==> config.mk <==
export PLATFORM = sky130hd
export DESIGN_NAME = core_wb
export DESIGN_NICKNAME = d
export VERILOG_FILES = /design/src/rtl/core_wb_pkg.sv /design/src/rtl/core_wb_scoreboard.sv /design/src/rtl/core_wb.sv
export SDC_FILE = /design/constraint.sdc
export NUM_CORES = 1
export LEC_CHECK = 0
export BUFFER_PORTS_ARGS = -buffer_cell sky130_fd_sc_hd__clkbuf_2
export CORE_ASPECT_RATIO = 0.5
export CORE_MARGIN = 4
export CORE_UTILIZATION = 45
export DETAILED_ROUTE_END_ITERATION = 8
export PLACE_DENSITY = 0.79
export RECOVER_POWER = 25
export SLEW_MARGIN = 10
export SYNTH_ARGS = -nofsm -noshare
export SYNTH_HDL_FRONTEND = slang
export SYNTH_SLANG_ARGS = --single-unit
==> constraint.sdc <==
create_clock -name CLK -period 2.3 [get_ports CLK]
set_clock_uncertainty 0.05 [all_clocks]
set_input_delay 0.575 -clock CLK [delete_from_list [all_inputs] [get_ports CLK]]
set_output_delay 0.575 -clock CLK [all_outputs]
set_load 0.03 [all_outputs]
==> src/rtl/core_wb_pkg.sv <==
// Shared types and constants for the writeback stage.
// Holds the FSM state encoding and the datapath and register-file sizes.
package core_wb_pkg;

    localparam int unsigned XLEN       = 32;
    localparam int unsigned REG_ADDR_W = 5;
    localparam int unsigned REGS       = 32;

    typedef enum logic [1:0] {
        StIdle,
        StWaitLoad,
        StCommit,
        StHold
    } wb_state_e;

endpackage

==> src/rtl/core_wb_scoreboard.sv <==
// Per-register busy vector used by decode to stall on pending writes.
// Set has priority over clear on the same bit; bit 0 (x0) never goes busy.
module core_wb_scoreboard
    import core_wb_pkg::*;
(
    input  logic                  CLK,
    input  logic                  RST_N,
    input  logic                  set_en,
    input  logic [REG_ADDR_W-1:0] set_addr,
    input  logic                  clr_en,
    input  logic [REG_ADDR_W-1:0] clr_addr,
    output logic [REGS-1:0]       busy
);

    logic [REGS-1:0] busy_q, busy_d;

    always_comb begin
        busy_d = busy_q;
        if (clr_en) busy_d[clr_addr] = 1'b0;
        if (set_en) busy_d[set_addr] = 1'b1;
        busy_d[0] = 1'b0;
    end

    always_ff @(posedge CLK or negedge RST_N) begin
        if (!RST_N) begin
            busy_q <= '0;
        end else begin
            busy_q <= busy_d;
        end
    end

    assign busy = busy_q;

endmodule

==> src/rtl/core_wb.sv <==
// Writeback stage: sole writer of the register file and PC write ports.
// Drives the delayed-write protocol (WE in COMMIT, address/data held through HOLD).
module core_wb
    import core_wb_pkg::*;
(
    input  logic                  CLK,
    input  logic                  RST_N,
    input  logic                  EX_VALID,
    output logic                  EX_READY,
    input  logic [REG_ADDR_W-1:0] EX_RD,
    input  logic [XLEN-1:0]       EX_DATA,
    input  logic                  EX_LOAD,
    input  logic                  EX_PC_WE,
    input  logic [XLEN-1:0]       EX_PC_WDATA,
    input  logic                  MEM_VALID,
    input  logic [XLEN-1:0]       MEM_RDATA,
    output logic                  WE,
    output logic [REG_ADDR_W-1:0] WADDR,
    output logic [XLEN-1:0]       WDATA,
    output logic                  PC_WE,
    output logic [XLEN-1:0]       PC_WDATA,
    output logic [REGS-1:0]       BUSY,
    output logic                  FWD_VALID,
    output logic [REG_ADDR_W-1:0] FWD_ADDR,
    output logic [XLEN-1:0]       FWD_DATA
);

    wb_state_e             state_q, state_d;
    logic [REG_ADDR_W-1:0] rd_q, rd_d;
    logic [XLEN-1:0]       data_q, data_d;
    logic                  pc_we_q;
    logic [XLEN-1:0]       pc_wdata_q;
    logic                  accept;

    assign EX_READY = (state_q == StIdle) || (state_q == StHold);
    assign accept   = EX_VALID & EX_READY;

    always_comb begin
        state_d = state_q;
        rd_d    = rd_q;
        data_d  = data_q;
        case (state_q)
            // HOLD keeps rd_q/data_q on the write port; a new latch lands after the write edge.
            StIdle, StHold: begin
                state_d = StIdle;
                if (accept) begin
                    rd_d   = EX_RD;
                    data_d = EX_DATA;
                    if (EX_LOAD) begin
                        state_d = StWaitLoad;
                    end else if (EX_RD != '0) begin
                        state_d = StCommit;
                    end
                end
            end
            StWaitLoad: begin
                if (MEM_VALID) begin
                    data_d  = MEM_RDATA;
                    state_d = (rd_q != '0) ? StCommit : StIdle;
                end
            end
            StCommit: begin
                state_d = StHold;
            end
            default: begin
                state_d = StIdle;
            end
        endcase
    end

    always_ff @(posedge CLK or negedge RST_N) begin
        if (!RST_N) begin
            state_q    <= StIdle;
            rd_q       <= '0;
            data_q     <= '0;
            pc_we_q    <= 1'b0;
            pc_wdata_q <= '0;
        end else begin
            state_q <= state_d;
            rd_q    <= rd_d;
            data_q  <= data_d;
            pc_we_q <= accept & EX_PC_WE;
            if (accept & EX_PC_WE) begin
                pc_wdata_q <= EX_PC_WDATA;
            end
        end
    end

    core_wb_scoreboard u_scoreboard (
        .CLK      (CLK),
        .RST_N    (RST_N),
        .set_en   (accept && (EX_RD != '0)),
        .set_addr (EX_RD),
        .clr_en   (state_q == StHold),
        .clr_addr (rd_q),
        .busy     (BUSY)
    );

    assign WE        = (state_q == StCommit);
    assign WADDR     = rd_q;
    assign WDATA     = data_q;
    assign PC_WE     = pc_we_q;
    assign PC_WDATA  = pc_wdata_q;
    assign FWD_VALID = (state_q == StCommit) || (state_q == StHold);
    assign FWD_ADDR  = FWD_VALID ? rd_q : '0;
    assign FWD_DATA  = FWD_VALID ? data_q : '0;

endmodule

# Yosys cells after proc, flatten, opt, wreduce, memory -nomap -nowiden
# Cells that the tools add are included.
# Widths: inputs -> output; s select.
[totals]
output_inout_bits = 142
ff_bits = 103
in_bits = 107
[op_classes]
n_mux = 17
order_cmp = 4
reduce_logical = 12
n_eq_ne = 5
bitwise_logic = 5
[ops]
columns = ["cell", "count"]
rows = [
  ["$mux 32", 5],
  ["$pmux 32 s2", 1],
  ["$and 32x32->32", 1],
  ["$not 32->32", 1],
  ["$or 32x32->32", 1],
  ["$lt 5x6->1 const B", 2],
  ["$demux 1 s5", 2],
  ["$ge 5x1->1 const B", 2],
  ["$mux 2", 5],
  ["$reduce_bool 5->1", 2],
  ["$pmux 2 s3", 1],
  ["$mux 5", 1],
  ["$eq 2x2->1 const B", 2],
  ["$ne 2x2->1 const B", 2],
  ["$logic_and 1x1->1", 3],
  ["$reduce_and 3->1", 1],
  ["$and 1x1->1", 2],
  ["$eq 2x1->1 const B", 1],
  ["$logic_not 2->1", 1],
  ["$logic_or 1x1->1", 2],
  ["$mux 1", 2],
  ["$reduce_and 2->1", 1],
  ["$reduce_bool 2->1", 1],
  ["$reduce_or 2->1", 1],
]

# Depth between registers and ports, before layout
[logic_depth]
word_depth = 9
mapped_depth = 7

# Cells and area by module
# From an unflattened synthesis, not the netlist that was laid out.
[hier_totals]
cells_unflattened = 409
area_unflattened_um2 = 4773.3
[by_module_without_submodules]
columns = ["module", "area_per_inst_um2", "cells_per_inst", "seq_area_each_um2", "n_inst"]
rows = [
  ["core_wb", 3494.6, 289, 1801.7, 1],
  ["core_wb_scoreboard", 1278.7, 120, 775.7, 1],
]

# Worst setup path after synthesis
# OpenSTA, ideal clock, no wires.
[synth_path]
path_kind = "register to output"
from = "register state_q[0]"
to = "output FWD_DATA[10]"
n_path_buf = 2
arrival_ns = 1.773
setup_slack_ns = -0.098
path_stages_with_launch = 7
path_cell_list = "dfrtp_1 inv_1 ha_1 nor2_1 clkbuf_1 clkbuf_1 nor2b_1"
[synth_between]
elab_chain_cells = 3
[synth_rtl]
columns = ["item", "line", "text"]
rows = [
  ["start: declaration", "core_wb.sv:28", "wb_state_e state_q, state_d;"],
  ["start signal: assignment", "core_wb.sv:73", "state_q <= StIdle;"],
  ["start signal: assignment", "core_wb.sv:79", "state_q <= state_d;"],
  ["$eq 2x2->1", "-", ""],
  ["named net WE", "core_wb.sv:17", "output logic WE,"],
  ["$logic_or 1x1->1", "core_wb.sv:104", "assign FWD_VALID = (state_q == StCommit) || (state_q == StHold);"],
  ["$mux 32", "core_wb.sv:106", "assign FWD_DATA = FWD_VALID ? data_q : '0;"],
  ["end: declaration", "core_wb.sv:25", "output logic [XLEN-1:0] FWD_DATA"],
]
# The timed path passes the listed nets, and every way through them passes these cells.

# Worst setup path after layout
[layout_path]
from = "register state_q[1]"
to = "output FWD_DATA[10]"
[layout_between]
elab_chain_cells = 3
[layout_rtl]
columns = ["item", "line"]
rows = [
  ["$eq 2x2->1", "core_wb.sv:104"],
  ["$logic_or 1x1->1 *", "core_wb.sv:104"],
  ["$mux 32 *", "core_wb.sv:106"],
]
# Every way passes the cells marked *; elsewhere a longest branch is shown, timed or not.

==> metrics.txt <==
# TYPE chip_impl_metric gauge
chip_impl_info{name="run_status",value="finished with violations"} 1
chip_impl_info{name="violations_in_the_final_reports",value="negative setup slack"} 1
chip_impl_metric{name="power_density",unit="mW/mm^2"} 1620
chip_impl_metric{name="max_clock_freq",unit="MHz"} 430
chip_impl_metric{name="core-area",unit="mm^2"} 0.0103
chip_impl_info{name="crit_path_end_kind",value="primary output"} 1
chip_impl_info{name="post-synth-top-area-cell",value="dfrtp_1"} 1
chip_impl_metric{name="port_buffers",unit=""} 247
chip_impl_metric{name="totalWireLength",unit="um"} 14300
chip_impl_metric{name="synth_top_cell_area_share",unit=""} 0.532
chip_impl_info{name="tritoncts",value="done"} 1
chip_impl_metric{name="netlist-cell-type-count",unit=""} 38
chip_impl_metric{name="postRouteAntennaNets",unit=""} 0
chip_impl_metric{name="max_slew.worst_pin.slew",unit="ps"} 1480
chip_impl_info{name="grt_setup_unrepaired",value="yes"} 1
chip_impl_metric{name="met2WireLength",unit="um"} 7880
chip_impl_metric{name="placer_congestion_estimate",unit=""} 0.812
chip_impl_metric{name="multiInputGateArea",unit="mm^2"} 0.00224
chip_impl_metric{name="post_synthesis_instance_area",unit="mm^2"} 0.00485
chip_impl_metric{name="placement.cell_area",unit="mm^2"} 0.00625
chip_impl_info{name="synth_top_cells_by_area",value="dfrtp_1, mux2_2, o21ai_0, nor2b_1, mux2_4"} 1
chip_impl_metric{name="slew_viol_final",unit=""} 0
chip_impl_metric{name="first_pass_grt_wire_length",unit="um"} 21500
chip_impl_metric{name="met1Wirelength",unit="um"} 5230
chip_impl_metric{name="netSwitchingPower",unit="mW"} 5.18
chip_impl_info{name="layout_commonest_cell",value="clkbuf_2"} 1
chip_impl_metric{name="setup_slack_of_the_critical_path_after_layout",unit="ps"} -24.9
chip_impl_metric{name="stdcell_count",unit=""} 778
chip_impl_metric{name="firstDrtPassIters",unit=""} 4
chip_impl_metric{name="cts_buffers",unit=""} 9
chip_impl_metric{name="drive_above_1_share",unit=""} 0.652
chip_impl_metric{name="worst_hold_slack",unit="ps"} 404
chip_impl_metric{name="placement_rows",unit=""} 26
chip_impl_metric{name="worst_ep_arrival_time",unit="ps"} 1700
chip_impl_metric{name="gr-usage-all-layers",unit=""} 0.215
chip_impl_metric{name="htree_levels",unit=""} 3
chip_impl_metric{name="clock_sink_count",unit=""} 103
chip_impl_metric{name="power_frac_comb",unit=""} 0.576
chip_impl_metric{name="wl_per_cell",unit="um"} 18.4
chip_impl_metric{name="finalSetupViolations",unit=""} 19
chip_impl_info{name="worstSetupPathType",value="flip-flop to primary output"} 1
chip_impl_metric{name="cell_internal_pwr",unit="mW"} 6.24
chip_impl_info{name="kind_of_launch_point_of_the_worst_setup_path",value="flip-flop"} 1
chip_impl_metric{name="dr.first_iter.drc_count",unit=""} 253
chip_impl_metric{name="pwr-share-seq",unit=""} 0.284
chip_impl_metric{name="number_of_fill_cells_in_the_layout",unit=""} 752
chip_impl_metric{name="fp.dieH",unit="um"} 81.4
chip_impl_metric{name="grt_start_max_net_pins",unit=""} 49
chip_impl_metric{name="cts.path.max_buffers",unit=""} 2
chip_impl_metric{name="worstPathRequired",unit="ps"} 1670
chip_impl_metric{name="timing.critical_path.fanout_max",unit=""} 5
chip_impl_metric{name="power.switching_fraction",unit=""} 0.454
chip_impl_metric{name="dr_total_vias",unit=""} 4031
chip_impl_metric{name="detailroute.wirelength.met3",unit="um"} 1020
chip_impl_metric{name="residual_overflow_from_global_routing",unit=""} 0
chip_impl_metric{name="inst_count_dp",unit=""} 754
chip_impl_info{name="layout_common_cells",value="clkbuf_2, dfrtp_1, mux2_2, o21ai_0, buf_8"} 1
chip_impl_metric{name="drc_errors",unit=""} 0
chip_impl_info{name="ctsRootBufferMaster",value="clkbuf_16"} 1
chip_impl_metric{name="part_of_the_power_in_the_clock_network",unit=""} 0.140
chip_impl_info{name="dr.max_layer_used",value="met4"} 1
chip_impl_metric{name="ys_ff_latch",unit=""} 103
chip_impl_metric{name="nNetsFinal",unit=""} 743
chip_impl_metric{name="die_width",unit="um"} 155
chip_impl_metric{name="post-route-min-period",unit="ps"} 2320
chip_impl_metric{name="yosys_warnings",unit=""} 0
chip_impl_metric{name="avgViaCountPerCell",unit=""} 5.18
chip_impl_metric{name="number_of_global_route_vias_before_repair",unit=""} 4232
chip_impl_metric{name="antenna_found_initial",unit=""} 0
chip_impl_metric{name="insertedDiodeCount",unit=""} 0
chip_impl_metric{name="setup-tns-final",unit="ps"} -178
chip_impl_metric{name="ioPinCount",unit=""} 249
chip_impl_metric{name="layout_stage_area_growth_over_the_synthesis_result",unit="%"} 45.5
chip_impl_metric{name="finish.instance_area",unit="mm^2"} 0.00705
chip_impl_metric{name="synth.net_count",unit=""} 489
chip_impl_info{name="min_path_type",value="primary input to flip-flop"} 1
chip_impl_metric{name="maxCapViolCount",unit=""} 0
chip_impl_metric{name="fin_crit_sh",unit=""} 1.01
chip_impl_metric{name="start_util",unit=""} 0.469
chip_impl_metric{name="cts.clk_slew.worst_paths",unit="ps"} 80
chip_impl_metric{name="worst_skew_pair_latency",unit="ps"} 340
chip_impl_metric{name="static-leakage-power",unit="nW"} 3.32
chip_impl_metric{name="synth_area_per_cell",unit="um^2"} 12.8
chip_impl_metric{name="vdd.ir_drop.worst",unit="mV"} 0.776
chip_impl_metric{name="hold_viol",unit=""} 0
chip_impl_metric{name="synth.yosys.seq_area_share",unit=""} 0.532
chip_impl_metric{name="post_synth_inst_count",unit=""} 379
chip_impl_metric{name="worst_slew_margin_rel",unit=""} 0.0108
chip_impl_metric{name="dp_hpwl",unit="um"} 9990
chip_impl_metric{name="layout.area.seq",unit="mm^2"} 0.00258
chip_impl_metric{name="floorplan.die_area",unit="mm^2"} 0.0126
[cell type report]
| cell class | instances | area share |
|---|---|---|
| Multi-Input combinational cell | 252 | 0.317 |
| Clock buffer | 9 | 0.0319 |
| Clock inverter | 7 | 0.0129 |
| Inverter | 4 | 0.00248 |
| Tap cell | 140 | 0.0248 |
| Sequential cell | 103 | 0.366 |
| Timing Repair Buffer | 263 | 0.245 |
[logic make-up after synthesis]
group | Yosys count | share of synthesized area
AOI/OAI and AO/OA | 68 | 0.0754
DFF | 103 | 0.532
and+or+nand+nor | 78 | 0.109
buffers and inverters | 24 | 0.0317
other | 1 | 0.000773
adders and majority gates | 3 | 0.00774
muxes | 102 | 0.244
[path summary, 6_finish.rpt]
kind                                           from                  endpoint  slack (ps)  depth (start not counted)
setup / recovery             state_q[1]$_DFFE_PN0P_              FWD_DATA[10]         -20                          6
hold / removal                      EX_PC_WDATA[22]  PC_WDATA[22]$_DFFE_PN0P_         400                          2
setup reg to reg             state_q[1]$_DFFE_PN0P_      WDATA[6]$_DFFE_PN0P_         320                          5
hold reg to reg            PC_WDATA[26]$_DFFE_PN0P_  PC_WDATA[26]$_DFFE_PN0P_         450                          1
max in group asynchronous                     RST_N     WDATA[14]$_DFFE_PN0P_         390                          2
min in group asynchronous                     RST_N  PC_WDATA[14]$_DFFE_PN0P_         520                          1
[layer usage]
| metal | GRT usage | vias to the layer above |
|---|---|---|
| li1 | - | 1854 |
| met1 | 0.235 | 2001 |
| met2 | 0.416 | 160 |
| met3 | 0.0633 | 16 |
| met4 | 0.0573 | 0 |
| met5 | 0 | - |
[sequential cells by signal, summed over array words and instances (netlist names)]
name,cells
PC_WE,1
u_scoreboard.busy,31
state_q,2
WADDR,5
PC_WDATA,32
WDATA,32
[cells in the mapped netlist]
cell,number
dfrtp_1,103
mux2_2,88
o21ai_0,62
nor2b_1,25
and2b_2,13
mux2_4,9
clkbuf_1,7
buf_6,6
nand2_1,5
nand3b_1,5
or3b_1,5
buf_4,4
inv_1,4
mux2_1,4
nand3_1,4
buf_2,3
ha_1,3
nand2b_1,3
nor2_1,3
nor3_1,3
or3_1,3
a2111oi_0,1
a211o_1,1
a211oi_1,1
a21oi_1,1
a21oi_4,1
a311oi_1,1
and2b_1,1
and2b_4,1
and3_1,1
conb_1,1
mux2i_1,1
nand2_2,1
nand2b_4,1
nand3_2,1
nand4_1,1
or2_2,1
or3b_2,1
[critical path, cell delays in order, from the launching register on]
cell and delay, ps:
dfrtp_2 460, ha_4 190, nor2_4 140, buf_6 170, clkbuf_16 170, nor2b_1 50, buf_4 160
[power by group through the flow]
stage,clock network (mW),registers [mW],logic (mW)
2_1_floorplan,0,4.59,2.71
3_3_place_gp,0,3.20,5.66
6_report,1.60,3.24,6.58
5_1_grt,1.72,3.35,6.92
4_1_cts,1.63,3.22,6.17
3_5_place_dp,0,3.23,5.78
[per-stage QoR]
stage | total power, mW | util | setup WS [ps]
3_3_place_gp | 8.86 | 0.604 | 293
2_1_floorplan | 7.29 | - | -97.5
3_5_place_dp | 9.01 | 0.604 | 231
6_report | 11.4 | 0.682 | -24.9
5_1_grt | 12.0 | 0.682 | -78.5
4_1_cts | 11.0 | 0.660 | -40.6
[timing repair]
item                                    4_1_cts  5_1_grt
endpoints found under the setup margin       16       33
hold buffers                                  0        0
setup buffers                                 2        2
gates cloned                                  1        3
pin swaps                                     1        0
gates resized for setup                      58       61
(Power assumes the default switching activity.)
